`src/rtl/mant_div.sv`:
```
// Iterative radix-2 restoring mantissa divider: quotient MSB-first, one bit per clock.
// Optional early termination on an exact remainder: define MANT_DIV_EARLY_TERM_EN.
module mant_div #(
  parameter int unsigned MANT_W = 24,
  parameter int unsigned Q_W    = 26
) (
  input  logic              in_clk,
  input  logic              in_rst,
  input  logic              in_start,
  input  logic [MANT_W-1:0] in_dividend,
  input  logic [MANT_W-1:0] in_divisor,
  output logic              out_busy,
  output logic              out_valid,
  output logic [Q_W-1:0]    out_quotient,
  output logic              out_sticky,
  output logic              out_div_by_zero
);

  localparam int unsigned CNT_W = $clog2(Q_W);
  localparam int unsigned REM_W = MANT_W + 1;

  typedef enum logic [1:0] {
    S_IDLE,
    S_BUSY,
    S_DONE
  } state_e;

  state_e            state_q, state_d;
  logic [REM_W-1:0]  rem_q, rem_d;
  logic [MANT_W-1:0] div_q, div_d;
  logic [Q_W-1:0]    quo_q, quo_d;
  logic [CNT_W-1:0]  cnt_q, cnt_d;
  logic              sticky_q, sticky_d;
  logic              dbz_q, dbz_d;
  logic              valid_q, valid_d;
  logic              busy_q, busy_d;

  logic              q_bit;
  logic [REM_W-1:0]  rem_nxt;
  logic [Q_W-1:0]    quo_shift;

  // State register
  always_ff @(posedge in_clk) begin
    if (in_rst) begin
      state_q  <= S_IDLE;
      rem_q    <= '0;
      div_q    <= '0;
      quo_q    <= '0;
      cnt_q    <= '0;
      sticky_q <= 1'b0;
      dbz_q    <= 1'b0;
      valid_q  <= 1'b0;
      busy_q   <= 1'b0;
    end else begin
      state_q  <= state_d;
      rem_q    <= rem_d;
      div_q    <= div_d;
      quo_q    <= quo_d;
      cnt_q    <= cnt_d;
      sticky_q <= sticky_d;
      dbz_q    <= dbz_d;
      valid_q  <= valid_d;
      busy_q   <= busy_d;
    end
  end

  // Next-state, restoring step and output register inputs
  always_comb begin
    state_d  = state_q;
    rem_d    = rem_q;
    div_d    = div_q;
    quo_d    = quo_q;
    cnt_d    = cnt_q;
    sticky_d = sticky_q;
    dbz_d    = dbz_q;
    valid_d  = 1'b0;

    q_bit     = (rem_q >= {1'b0, div_q});
    rem_nxt   = q_bit ? (rem_q - {1'b0, div_q}) : rem_q;
    quo_shift = {quo_q[Q_W-2:0], q_bit};

    unique case (state_q)
      S_IDLE: begin
        if (in_start) begin
          if (in_divisor != '0) begin
            div_d    = in_divisor;
            rem_d    = {1'b0, in_dividend};
            quo_d    = '0;
            cnt_d    = CNT_W'(Q_W - 1);
            sticky_d = 1'b0;
            dbz_d    = 1'b0;
            state_d  = S_BUSY;
          end else begin
            quo_d    = '1;
            sticky_d = 1'b1;
            dbz_d    = 1'b1;
            state_d  = S_DONE;
          end
        end
      end
      S_BUSY: begin
        // R < 2B keeps the shifted remainder inside REM_W bits
        rem_d = rem_nxt << 1;
        quo_d = quo_shift;
        if (cnt_q == '0) begin
          state_d = S_DONE;
        end else begin
          cnt_d = cnt_q - CNT_W'(1);
        end
`ifdef MANT_DIV_EARLY_TERM_EN
        if (rem_nxt == '0) begin
          quo_d   = quo_shift << cnt_q;
          cnt_d   = '0;
          state_d = S_DONE;
        end
`endif
      end
      S_DONE: begin
        valid_d = 1'b1;
        if (!dbz_q) begin
          sticky_d = (rem_q != '0);
        end
        state_d = S_IDLE;
      end
      default: state_d = S_IDLE;
    endcase

    busy_d = (state_d == S_BUSY);
  end

  assign out_busy        = busy_q;
  assign out_valid       = valid_q;
  assign out_quotient    = quo_q;
  assign out_sticky      = sticky_q;
  assign out_div_by_zero = dbz_q;

endmodule
```
`config.mk`:
```
export PLATFORM = sky130hd
export DESIGN_NAME = mant_div
export DESIGN_NICKNAME = d
export VERILOG_FILES = /design/src/rtl/mant_div.sv
export SDC_FILE = /design/constraint.sdc
export NUM_CORES = 1
export LEC_CHECK = 0
export CAP_MARGIN = 20
export CORE_UTILIZATION = 40
export CTS_CLUSTER_DIAMETER = 100
export CTS_CLUSTER_SIZE = 40
export DETAILED_ROUTE_END_ITERATION = 10
export GPL_TIMING_DRIVEN = 0
export PLACE_DENSITY = 0.65
export SKIP_CTS_REPAIR_TIMING = 1
export SLEW_MARGIN = 20
export SYNTH_ARGS = -nofsm -noshare
export SYNTH_HDL_FRONTEND = slang
export SYNTH_SLANG_ARGS = --single-unit
```
`constraint.sdc`:
```
create_clock -name in_clk -period 2.5 [get_ports in_clk]
set_input_delay 0.75 -clock in_clk [delete_from_list [all_inputs] [get_ports in_clk]]
set_output_delay 0.75 -clock in_clk [all_outputs]
set_load 0.01 [all_outputs]
```
==> metrics.md <==
| Metric | Value |
|---|---|
| TritonCTS clock tree | `done` |
| Sequential area share after synthesis | `36.00%` |
| Worst path max stage delay | `0.39 ns` |
| DRC Markers | `6` |
| Largest net degree at the start of global routing | `17` |
| HPWL after detailed placement | `10550 µm` |
| Outcome | `complete, but fails checks` |
| Cell at the root of the clock tree | `clkbuf_16` |
| Number of max-slew violations in the final report | `0` |
| Clk_skew | `0.008104 ns` |
| Synth Instances | `593` |
| Netlist area before placement | `4782 µm²` |
| Final critical-path setup slack | `-0.2724 ns` |
| Maximum clock rate | `360.7 MHz` |
| Post-Route Hold Slack | `0.4552 ns` |
| Mean Syn Cell Area | `8.064 µm²` |
| CTS Sinks | `86` |
| Relative contribution of the clock network to total power | `22.2%` |
| Routed vias | `4847` |
| Final weighted congestion in routability-driven placement | `0.9081` |
| Failing checks | `DRC, setup timing` |
| Top cell type by total area after synthesis | `dfxtp_1` |
| Commonest register cell after synthesis | `dfxtp_1` |
| Most numerous cell types in the synthesized netlist | `dfxtp_1 (86), a21oi_1 (82), nand2_1 (78), nor2_1 (35)` |
| Detail-routed via count per cell | `5.716` |
| Number of enable-type register cells in the synthesized netlist | `0` |
| Post-layout utilization of the core | `59.25%` |
| Fraction of synthesized cell area taken by the top area cell type | `36.00%` |
| Critical-path cell list | `inv_4 > ha_4 > inv_2 > fa_2 > a21oi_2 > o211a_1 > o211ai_1 > o21bai_1 > a21boi_2 > o21a_1 > o21ai_2 > mux2i_1 > and3_1` |
| Final-report hold violation count | `0` |
| Aggregate routed wire length | `15330 µm` |
| Slowest cell on crit path | `fa_2` |
| Area of the die | `12400 µm²` |
| Number of detailed-routing iterations run before antenna repair | `9` |
| Worst Setup SP | `rem_q[0]` |
| Antenna Nets Post-Route | `0` |
| Critical path data required time | `2.79 ns` |
| Total congestion overflow | `0` |
| Headroom to the max-slew limit | `57.46%` |
| Floorplan die width | `111.3 µm` |
| Number of placement rows | `39` |
| Worst hold path class | `reg -> reg` |
| Fraction of layout cells with a size suffix above 1 | `23.26%` |
| Number of synthesized register bits | `86` |
| Reported leakage power | `2.506 nW` |
| Largest fanout of any net on the critical path | `4` |
| Endpoint type of the worst setup path | `flip-flop` |
| Total clock buffers created by CTS | `9` |
| Distinct cell type count of the synthesized netlist | `56` |
| Setup repair after global routing missed its margin | `true` |
| Max rail drop VDD | `0.3791 mV` |
| Proportion of synthesized flip-flops having asynchronous set or reset | `0%` |
| Clock transition at the register clock pins on the worst setup and hold paths after CTS | `0.07 ns` |
| Switching power | `2.308 mW` |
| Die height | `111.3 µm` |
| RR Startpoint | `rem_q[0]` |
| Hold Startpoint | `div_q[17]` |
| Combined global-route utilization of all metal layers | `23.72%` |
| Switching power as a share of total power | `39.26%` |
| Final period demand of the worst path | `2.772 ns` |
| Starting utilization of the core area | `41.53%` |
| Final #Nets | `777` |
| Max Cap Viol | `0` |
| Final-report setup violation count | `7` |
| Core Footprint | `11520 µm²` |
| Internal Power | `3.571 mW` |
| Fraction of the cycle the final worst path needs | `110.9%` |
| Final design area excluding fillers | `6823 µm²` |
| H-Tree Depth | `3` |
| Startpoint type of the worst setup path | `flip-flop` |
| Clock network latency to the later pin of the worst-skew pair | `0.35 ns` |
| Synth-to-layout area growth | `42.67%` |
| Fraction of power consumed by sequential logic | `28.2%` |
| Number of I/O port buffers | `79` |
| Power density over cell area | `861.7 nW/µm²` |
| Library cell with the highest instance count after synthesis | `dfxtp_1` |
| Net Count, Synth | `670` |
| Area contributors post-synth | `dfxtp_1 (36%), a21oi_1 (8.6%), ha_1 (6.5%)` |
| Initial antenna violation count | `0` |
| Maximum root-to-sink buffer count | `2` |
| Instance area after placement | `5768 µm²` |
| Detailed-route wire length per cell | `18.08 µm` |
| Crit path kind | `reg -> reg` |
| First-pass GRT wire length | `23320 µm` |
| Antenna diode instance count | `0` |
| 1st-iter DRT viols | `312` |
| Data arrival time of the critical path | `3.07 ns` |
| Worst slew pin tran | `0.6322 ns` |
| Via count of the first global-routing pass | `4777` |
| Share of total power in combinational logic | `49.6%` |
| Number of warnings reported in the yosys synthesis log | `0` |
| IO Pins | `81` |
==> registers in the layout, summed over array words and instances, names as in the netlist <==
signal,cells
out_sticky,1
cnt_q,5
out_valid,1
out_busy,1
state_q,2
out_div_by_zero,1
out_quotient,26
div_q,24
rem_q,25
==> through the flow <==
step	power, mW	setup TNS [ns]	instances	setup WS [ns]
finish	5.879	-0.7569	848	-0.2724
global route	6.222	-3.045	848	-0.3654
CTS	5.191	-29.12	831	-0.7717
detailed placement	3.884	-59.43	815	-1.107
global placement	3.856	-59.56	815	-1.068
floorplan	3.309	0	593	0.01436
==> worst paths after layout <==
| check | cells past startpoint | slack (ns) | to |
|---|---|---|---|
| worst min register to register | 2 | 0.46 | div_q[17] |
| worst max register to register | 13 | -0.27 | rem_q[17] |
| worst min-delay path | 2 | 0.46 | div_q[17] |
| worst max-delay path | 13 | -0.27 | rem_q[17] |
==> worst max-delay path, delay by kind of cell (launching register included) <==
family | cells | cell delay, ns
flops | 1 | 0.36
buf+inv | 2 | 0.10
fa+ha+maj | 2 | 0.51
simple gates | 1 | 0.16
compound gates | 7 | 1.36
mux | 1 | 0.21
==> cell type report <==
class / instances / area [µm²]
clock inverter: 6 / 52.55
sequential: 86 / 1762
buffer: 36 / 206.4
inverter: 32 / 122.6
clock buffer: 10 / 229.0
multi-input combinational: 436 / 3304
timing repair buffer: 99 / 967.2
tap: 143 / 178.9
fill: 994 / 4693
==> layer usage <==
layer,global-route usage [%],part of all wire [%],vias to the layer above
li1,-,-,2364
met1,29.67,44,2305
met2,38.17,47,150
met3,5.879,6.1,28
met4,11.71,2.4,0
met5,0,0,-
==> power groups by stage <==
stage / clock, mW / sequential [mW] / combinational (mW)
2_1_floorplan: 0 / 1.60 / 1.71
3_3_place_gp: 0 / 1.63 / 2.23
3_5_place_dp: 0 / 1.63 / 2.25
4_1_cts: 1.32 / 1.60 / 2.27
5_1_grt: 1.39 / 1.67 / 3.16
6_report: 1.31 / 1.66 / 2.92
==> cells in the final DEF (no fill, tap or decap), types with 21 or more instances in the layout <==
master	n
clkbuf_1	24
inv_1	21
ha_4	21
dfxtp_1	56
clkdlybuf4s50_1	70
nand2_1	74
nor2_1	34
a22oi_1	31
a21oi_1	76
buf_4	22
dfxtp_2	29
==> logic make-up after synthesis <==
kind of cell	count (synthesis)	share of synthesized area [%]
flip-flops	86	36.00
AND/OR/NAND/NOR	180	17.74
buffers and inverters	71	6.253
multiplexers	15	3.270
XOR/XNOR	20	3.663
adder cells (fa/ha/maj)	26	6.960
AO/OA/AOI/OAI	195	26.11
Note: power is estimated with default switching activity, not from simulation.
